### src/rtl/uart_tx_arbiter_if.sv
// uart_tx_arbiter_if: requester byte ports, baud tick and serial line status of the shared UART transmitter
interface uart_tx_arbiter_if #(
  parameter int NREQ = 2,
  parameter int IDXW = 1
);
  logic                 txclk_en;
  logic [NREQ-1:0]      req_valid;
  logic [NREQ*8-1:0]    req_data;
  logic [NREQ-1:0]      req_ready;
  logic                 tx;
  logic                 busy;
  logic [IDXW-1:0]      grant_idx;
  logic                 tx_done;
  modport master (
    output txclk_en, req_valid, req_data,
    input  req_ready, tx, busy, grant_idx, tx_done
  );
  modport slave (
    input  txclk_en, req_valid, req_data,
    output req_ready, tx, busy, grant_idx, tx_done
  );
endinterface

### src/rtl/uart_tx_arbiter.sv
// uart_tx_arbiter: round-robin shares one 8N1 UART tx line between NREQ byte requesters
module uart_tx_arbiter #(
  parameter int NREQ = 2,
  parameter int IDXW = 1
) (
  input  logic clk,
  input  logic rst_n,
  uart_tx_arbiter_if.slave bus
);
  typedef enum logic [2:0] {IDLE, START_WAIT, DATA, STOP, STOP_HOLD} state_t;
  state_t          state;
  logic [IDXW-1:0] rr_ptr;
  logic [IDXW-1:0] winner;
  logic [IDXW-1:0] next_ptr;
  logic            any;
  logic [7:0]      shift;
  logic [2:0]      bit_cnt;
  // descending scan so the last overwrite is the first valid at or after rr_ptr
  always_comb begin
    winner = '0;
    any    = 1'b0;
    for (int k = NREQ - 1; k >= 0; k--) begin
      if (bus.req_valid[(int'(rr_ptr) + k) % NREQ]) begin
        winner = IDXW'((int'(rr_ptr) + k) % NREQ);
        any    = 1'b1;
      end
    end
  end
  assign next_ptr      = (winner == IDXW'(NREQ - 1)) ? '0 : winner + 1'b1;
  assign bus.req_ready = (rst_n && state == IDLE && any) ? NREQ'(1) << winner : '0;
  always_ff @(posedge clk or negedge rst_n) begin
    if (!rst_n) begin
      state         <= IDLE;
      bus.tx        <= 1'b1;
      bus.busy      <= 1'b0;
      bus.tx_done   <= 1'b0;
      bus.grant_idx <= '0;
      rr_ptr        <= '0;
      shift         <= '0;
      bit_cnt       <= '0;
    end else begin
      bus.tx_done <= 1'b0;
      if (state == IDLE) begin
        if (any) begin
          shift         <= bus.req_data[{winner, 3'b000} +: 8];
          bus.grant_idx <= winner;
          rr_ptr        <= next_ptr;
          bus.busy      <= 1'b1;
          state         <= START_WAIT;
        end
      end else if (bus.txclk_en) begin
        case (state)
          START_WAIT: begin
            bus.tx  <= 1'b0;
            bit_cnt <= '0;
            state   <= DATA;
          end
          DATA: begin
            bus.tx  <= shift[0];
            shift   <= shift >> 1;
            bit_cnt <= bit_cnt + 1'b1;
            if (bit_cnt == 3'd7) state <= STOP;
          end
          STOP: begin
            bus.tx <= 1'b1;
            state  <= STOP_HOLD;
          end
          STOP_HOLD: begin
            bus.tx_done <= 1'b1;
            bus.busy    <= 1'b0;
            state       <= IDLE;
          end
          default: state <= IDLE;
        endcase
      end
    end
  end
endmodule

### src/flat_wrapper.sv
// flat-port wrapper written by rule: the top's interface ports become plain ports
module uart_tx_arbiter_flat 
#(
  parameter int NREQ = 2,
  parameter int IDXW = 1
)
  (clk, rst_n, bus_txclk_en, bus_req_valid, bus_req_data, bus_req_ready, bus_tx, bus_busy, bus_grant_idx, bus_tx_done);
  uart_tx_arbiter_if #(.NREQ(NREQ), .IDXW(IDXW)) bus_i ();
  input  logic clk;
  input  logic rst_n;
  input wire logic [$bits(bus_i.txclk_en)-1:0] bus_txclk_en;
  input wire logic [$bits(bus_i.req_valid)-1:0] bus_req_valid;
  input wire logic [$bits(bus_i.req_data)-1:0] bus_req_data;
  output wire logic [$bits(bus_i.req_ready)-1:0] bus_req_ready;
  output wire logic [$bits(bus_i.tx)-1:0] bus_tx;
  output wire logic [$bits(bus_i.busy)-1:0] bus_busy;
  output wire logic [$bits(bus_i.grant_idx)-1:0] bus_grant_idx;
  output wire logic [$bits(bus_i.tx_done)-1:0] bus_tx_done;
  assign bus_i.txclk_en = bus_txclk_en;
  assign bus_i.req_valid = bus_req_valid;
  assign bus_i.req_data = bus_req_data;
  assign bus_req_ready = bus_i.req_ready;
  assign bus_tx = bus_i.tx;
  assign bus_busy = bus_i.busy;
  assign bus_grant_idx = bus_i.grant_idx;
  assign bus_tx_done = bus_i.tx_done;
  uart_tx_arbiter #(.NREQ(NREQ), .IDXW(IDXW)) u_core (.clk(clk), .rst_n(rst_n), .bus(bus_i));
endmodule
### config.mk
export PLATFORM = sky130hd
export DESIGN_NAME = uart_tx_arbiter_flat
export DESIGN_NICKNAME = d
export VERILOG_FILES = /design/src/rtl/uart_tx_arbiter_if.sv /design/src/rtl/uart_tx_arbiter.sv /design/src/flat_wrapper.sv
export SDC_FILE = /design/constraint.sdc
export NUM_CORES = 1
export LEC_CHECK = 0
export ABC_AREA = 1
export BUFFER_PORTS_ARGS = -buffer_cell sky130_fd_sc_hd__buf_4
export CORE_ASPECT_RATIO = 1.25
export CORE_MARGIN = 5
export CORE_UTILIZATION = 30
export CTS_CLUSTER_SIZE = 14
export DETAILED_ROUTE_END_ITERATION = 10
export MAX_ROUTING_LAYER = met4
export PLACE_DENSITY = 0.59
export SYNTH_ARGS = -nofsm -noshare
export SYNTH_HDL_FRONTEND = slang
export SYNTH_SLANG_ARGS = --single-unit
### constraint.sdc
create_clock -name clk -period 2.8 [get_ports clk]
set_input_delay 0 -clock clk [delete_from_list [all_inputs] [get_ports clk]]
set_output_delay 0 -clock clk [all_outputs]
set_load 0.1 [all_outputs]
==> Word-level counts from Yosys, hierarchy flattened <==
Index checks and enable logic that the tools add are counted.
{ "totals": {"reg_bits": 19, "input_bits": 21, "elab_cells": 67} }
{ "classes": {"add_sub_neg": 3, "n_lt_le_gt_ge": 2, "eq_ne": 7, "shifts": 2, "n_mux": 29, "n_bitwise": 2, "reduce_logical": 14} }
{ "op_table": {"columns": ["operator", "count"], "rows": [
  ["8-bit 2-to-1 mux", 4],
  ["1-bit 2-to-1 mux", 17],
  ["16-bit by 5-bit indexed part select with 8-bit output", 1],
  ["3-bit AND reduction", 5],
  ["3-bit 2-to-1 mux", 4],
  ["3-bit case mux with 3 select lines", 1],
  ["2-bit nonzero test", 4],
  ["3-bit by 2-bit == test with 1-bit output, second input constant", 2],
  ["3-bit == test, second input constant", 2],
  ["3-bit case mux with 2 select lines", 1],
  ["3-bit by 1-bit adder with 3-bit output, second input constant", 1],
  ["3-bit by 1-bit == test with 1-bit output, second input constant", 1],
  ["3-bit logical NOT", 1],
  ["2-bit by 3-bit < comparator with 1-bit output, second input constant", 1],
  ["3-bit by 1-bit inequality test with 1-bit output, second input constant", 1],
  ["1-bit case mux with 3 select lines", 1],
  ["3-bit nonzero test", 1],
  ["1-bit adder, second input constant", 2],
  ["1-bit logical AND", 2],
  ["1-bit by 2-bit < comparator with 1-bit output, second input constant", 1],
  ["2-bit 2-to-1 mux", 1],
  ["2-bit by 1-bit inequality test with 1-bit output, second input constant", 1],
  ["2-bit AND reduction", 1],
  ["1-bit by 1-bit << shifter with 2-bit output, first input constant", 1],
  ["other kinds (2)", 2]
]} }

==> Longest topological paths before layout <==
Gate-level depths: netlist of run 1.
{ "depth": {"word_depth": 10, "depth_mapped": 8, "depth_no_buf": 8} }

==> Worst setup path after synthesis of run 1 <==
No wires, ideal clock.
{ "synth_timing": {"path_type": "register -> output", "startpoint": "register u_core.state[0]", "endpoint": "output bus_req_ready[1]", "t_arrival_ns": 2.181, "required_ns": 2.800, "slack_ns": 0.619, "stages_incl_launch_ff": 7, "n_path_buf": 1, "path_cell_list": "dfrtp_1 buf_6 nor2_4 nand2_4 nor2_1 inv_1 nor2_1"} }
{ "synth_via": {"elab_chain_len": 4} }
{ "synth_lines": {"columns": ["item", "line", "source"], "rows": [
  ["from (decl)", "uart_tx_arbiter.sv:11", "state_t state;"],
  ["from (signal assigned)", "uart_tx_arbiter.sv:33", "state <= IDLE;"],
  ["from (signal assigned)", "uart_tx_arbiter.sv:49", "state <= START_WAIT;"],
  ["from (signal assigned)", "uart_tx_arbiter.sv:56", "state <= DATA;"],
  ["3-bit logical NOT", "uart_tx_arbiter.sv:30", "assign bus.req_ready = (rst_n && state == IDLE && any) ? NREQ'(1) << winner : '0;"],
  ["1-bit logical AND (2 in a row)", "uart_tx_arbiter.sv:30", null],
  ["2-bit 2-to-1 mux", "uart_tx_arbiter.sv:30", null],
  ["to (decl)", "flat_wrapper.sv:14", "output wire logic [$bits(bus_i.req_ready)-1:0] bus_req_ready;"]
]} }
Every way passes these cells.

==> Final worst setup path of run 1 <==
Same ends and word-level chain as after synthesis.

==> impl_metrics.tcl, run 1 <==
set metrics [dict create \
    slew_viol_final 0 \
    fp.dieW_um 64.65 \
    p_total_mw 1.458 \
    slew_headroom 0.7909 \
    tightest_slew_ns 0.3113 \
    netlist_area_um2 1120 \
    antennaDiodeCount 0 \
    ff2ff_path_depth 7 \
    clk_pin_slew_ns 0.07 \
    ant_nets 0 \
    p_leak_nw 0.8214 \
    dp_slack_ns 1.407 \
    cts_max_level 1 \
    hpwl_um 1895 \
    ctsHoldBuffers 1 \
    grt_usage 0.1097 \
    grt_pass1_vias 955 \
    setup_viol 0 \
    post_drt_wl_per_cell_um 10.66 \
    postLayoutSetupSlackWorst_ns 1.123 \
    grt_overflow_total 0 \
    grt_pass1_wl_um 4188 \
    ir_worst_vdd_uv 387.4 \
    die_h_um 78.31 \
    synthCells 159 \
    io_pins 27 \
    critPathKind "register to output port" \
    cts_setup_buffers 0 \
    drc 0 \
    cp_max_fo 10 \
    ys_seq_area_frac 0.4257 \
    dp.cells 222 \
    synth_seq_cells 19 \
    numCtsBuffers 3 \
    cts_num_sinks 19 \
    synth.avg_cell_area_um2 7.043 \
    max_cap_viol_count 0 \
    drt_pass1_iterations 4 \
    antenna_found_initial 0 \
    cts_tree "done" \
    reg2reg_slack_ns 1.49 \
    cp-end-kind "output port" \
    wl_um 2419 \
    rows 24 \
    final_nets 212 \
    core_um2 3543 \
    tns_ns 0 \
    rsz0062_at_grt "false" \
    start_util 0.3160 \
    skew_ns 0.002652 \
    synth_nets 182 \
    yosysUniqueCellTypes 21 \
    max_freq_mhz 596.5 \
    holdPathStages 3 \
    start_kind "register" \
    grt_max_degree 22 \
    clk_latency_ns 0.26 \
    yosys_warnings 0 \
    cts_resized 0 \
    hold_viol 0 \
    dieArea_um2 5062 \
    drt_iter0_markers 90 \
    required_ns 2.80 \
    cts_buffer_depth 2 \
    num_vias 1008 \
    fin_crit_ns 1.677 \
    gp_congestion 0.7323 \
    layout-drive-gt1-share 0.2128 \
    worstPathArrival_ns 1.68 \
    final_cells 227 \
    worstHoldPathType "primary input to register" \
    vias_per_cell 4.441 \
    power.density_nw_per_um2 1039 \
    synthToLayoutAreaGrowth_pct 25.25 \
    period_share 0.5988 \
    status "completed" \
    io_buffers 26 \
    cts_root_buffer "clkbuf_8" \
]
synth_stat cells, drive strengths merged:
master	count	area, um^2
nand2	68	272.8
nor2	8	37.54
nand4	1	6.260
ha	2	25.02
dfrtp	18	450.4
inv	27	103.9
buf	2	16.26
dfstp	1	26.28
nand3	21	122.6
a21oi	3	15.01
o21ai	6	33.78
nor3	2	10.01
flip-flops by register name, summed over array words and instances, names as in the netlist:
register              cells
u_core.bit_cnt            3
u_core.bus.tx             1
u_core.bus.grant_idx      1
u_core.bus.tx_done        1
u_core.shift              8
u_core.state              3
u_core.bus.busy           1
u_core.rr_ptr             1
final timing paths:
path                                                   from                             to
worst max-delay path            u_core.state[0]$_DFFE_PN0P_               bus_req_ready[1]
worst min-delay path                           bus_txclk_en  u_core.bit_cnt[2]$_DFFE_PN0P_
worst max register to register  u_core.state[2]$_DFFE_PN0P_    u_core.state[0]$_DFFE_PN0P_
worst min register to register  u_core.shift[1]$_DFFE_PN0P_    u_core.shift[1]$_DFFE_PN0P_
max in group asynchronous                             rst_n      u_core.bus.tx$_DFFE_PN1P_
min in group asynchronous                             rst_n    u_core.shift[1]$_DFFE_PN0P_
area by class of cell:
cell class / count / area [um^2]
sequential: 19 / 476.7
inverter: 27 / 103.9
fill: 389 / 2141
clock buffer: 4 / 45.04
tap: 39 / 48.80
multi-input combinational: 111 / 523.0
timing repair buffer: 27 / 205.2
cells in the final DEF, fill, tap and decap left out, types with 2 or more instances in the layout:
cell type,count
buf_4,26
nor2_1,7
o21ai_0,5
nand3_1,19
inv_1,24
inv_2,2
dfrtp_1,18
nand2_1,65
nor3_1,2
ha_1,2
nand2_4,2
clkbuf_8,3
a21oi_1,3
per-layer routing:
layer,GRT usage,part of all wire,vias to the layer above
met3,0.02571,0.053,5
met5,-,0,-
met2,0.1705,0.47,20
met4,0.06342,0.026,0
met1,0.1291,0.45,435
li1,-,-,548
power breakdown:
group	internal [mW]	leakage, nW	switching (mW)
registers	0.392	0.238	0.0761
logic	0.232	0.560	0.567
clock network	0.101	0.0228	0.0896
total	0.725	0.821	0.733
stage by stage:
step	area (um^2)	hold WS, ns	util
2_1_floorplan	1120	-0.2956	-
3_3_place_gp	1348	-0.09720	0.3803
3_5_place_dp	1348	-0.09541	0.3803
4_1_cts	1403	0.009168	0.3958
5_1_grt	1403	0.01730	0.3958
6_report	1403	0.01256	0.3958
cells by family after synthesis:
logic type,count (synthesis),synth area share
AND/OR/NAND/NOR,100,0.4011
flip-flops,19,0.4257
buffers and inverters,29,0.1073
AO/OA/AOI/OAI,9,0.04357
adder cells (fa/ha/maj),2,0.02234
critical path: stages (launching register included):
cell	delay, ns
dfrtp_1	0.47
nor2_4	0.16
nand2_4	0.12
nor2_1	0.20
inv_1	0.08
nor2_1	0.09
buf_4	0.29
Power figures use the tool's default switching activity.
==> run 2, diff against run 1 <==
==> constraint.sdc (replaced) <==
create_clock -name clk -period 1.6 [get_ports clk]
set_input_delay 0 -clock clk [delete_from_list [all_inputs] [get_ports clk]]
set_output_delay 0 -clock clk [all_outputs]
set_load 0.1 [all_outputs]
==> impl_metrics.tcl, run 2 (synthesis gave the netlist of run 1 again) <==
set metrics [dict create \
    critPathKind "register to output port" \
    placed_area_um2 1370 \
    antennaDiodeCount 0 \
    final_area_um2 1466 \
    drc 0 \
    max_freq_mhz 662.9 \
    io_pins 27 \
    rows 24 \
    ir_worst_vdd_uv 685.2 \
    max_cap_viol_count 0 \
    hpwl_um 1850 \
    cts_max_level 1 \
    final_cells 228 \
    hold_viol 0 \
    drt_iter0_markers 55 \
    worstPathArrival_ns 1.51 \
    setup_viol 0 \
    gp_congestion 0.7248 \
    grt_pass1_wl_um 4098 \
    cts_root_buffer "clkbuf_8" \
    numCtsBuffers 3 \
    post_drt_wl_per_cell_um 10.07 \
    grt_pass1_vias 971 \
    fp.dieW_um 64.65 \
    skew_ns 0.002666 \
    slew_headroom 0.7982 \
    p_leak_nw 0.8324 \
    dp_slack_ns 0.2170 \
    fill_cells 387 \
    core_um2 3543 \
    cp-startpoint "u_core.state[0]$_DFFE_PN0P_" \
    largest_register_ffs 8 \
    power.density_nw_per_um2 1795 \
    slew_viol_final 0 \
    hold_ws_ns 0.01899 \
    clk_latency_ns 0.26 \
    tightest_slew_ns 0.3004 \
    ant_nets 0 \
    final_cell_mix "65 x nand2_1, 25 x buf_4, 24 x inv_1" \
    worstHoldPathType "primary input to register" \
    layout_commonest_cell "nand2_1" \
    cp-end-kind "output port" \
    cts_num_sinks 19 \
    top_register "u_core.shift" \
    rr_startpoint "u_core.state[2]$_DFFE_PN0P_" \
    io_buffers 26 \
    min_from "bus_txclk_en" \
    num_vias 996 \
    rsz0062_at_grt "true" \
    dp.cells 223 \
    period_share 0.9428 \
    required_ns 1.60 \
    fin_crit_ns 1.508 \
    cts_setup_buffers 0 \
    wl_um 2296 \
    start_kind "register" \
    reg.largest.list "u_core.shift (8), u_core.bit_cnt (3), u_core.state (3)" \
    grt_overflow_total 0 \
    grt_max_degree 22 \
    tns_ns 0 \
    cp_max_fo 10 \
    final_nets 213 \
    drt_pass1_iterations 4 \
    p_total_mw 2.633 \
    die_h_um 78.31 \
    antenna_found_initial 0 \
    cts_buffer_depth 2 \
    seqCellArea_um2 479.2 \
    start_util 0.3160 \
    status "completed" \
    layout-drive-gt1-share 0.2487 \
    grt_usage 0.1051 \
    synthToLayoutAreaGrowth_pct 30.95 \
    cts_tree "done" \
    final_util 0.4138 \
    vias_per_cell 4.368 \
    postLayoutSetupSlackWorst_ns 0.09156 \
    dieArea_um2 5062 \
    clk_pin_slew_ns 0.07 \
    multi_input_area_um2 545.5 \
]
==> run 2: cell count changes in the layout (fill, tap and decap cells not counted) <==
cell,change
nor2_1,-3
nor2_4,+3
buf_12,+2
dfrtp_1,-2
dfrtp_2,+2
buf_4,-1
clkbuf_1,-1
clkinv_2,+1
inv_2,-1
inv_6,+1
==> run 2: power by group <==
group          switching [mW]  internal [mW]  leakage [nW]
logic                    1.03          0.451         0.571
registers               0.132          0.690         0.236
clock network           0.160          0.173        0.0255
==> run 2: worst paths after layout <==
path | cells past startpoint | to | slack [ns]
max | 6 | bus_req_ready[1] | 0.09
min | 3 | u_core.bit_cnt[2]$_DFFE_PN0P_ | 0.02
max reg2reg | 7 | u_core.state[1]$_DFFE_PN0P_ | 0.31
min reg2reg | 2 | u_core.bus.grant_idx$_DFFE_PN0P_ | 0.48
max in group asynchronous | 2 | u_core.bus.tx$_DFFE_PN1P_ | 1.18
min in group asynchronous | 2 | u_core.bit_cnt[1]$_DFFE_PN0P_ | 0.15
==> run 2: what timing repair did <==
| item | in CTS | in global routing |
|---|---|---|
| hold buffers | 1 | 0 |
| endpoints found under the setup margin | 2 | 2 |
| resized for setup | 5 | 7 |
| endpoints found under the hold margin | 19 | 0 |
==> run 2: routing by layer <==
metal	share of wire	up-vias	routed length [um]	track usage
met5	0	-	0	-
met4	0.027	0	63	0.06342
met3	0.045	5	104	0.02286
met2	0.47	16	1088	0.1643
met1	0.45	424	1040	0.1227
li1	-	551	-	-
==> run 2: layout make-up <==
cell class	count	area share
clock buffer	3	0.02816
clock inverter	1	0.003413
inverter	27	0.07423
multi-input combinational	111	0.3720
sequential	19	0.3268
tap	39	0.03328
timing repair buffer	28	0.1621
==> run 2: worst max-delay path, cell delays in order, from the launching register on <==
cell	delay (ns)
dfrtp_2	0.46
nor2_4	0.14
nand2_4	0.14
nor2_4	0.14
inv_1	0.08
nor2_4	0.10
buf_12	0.18
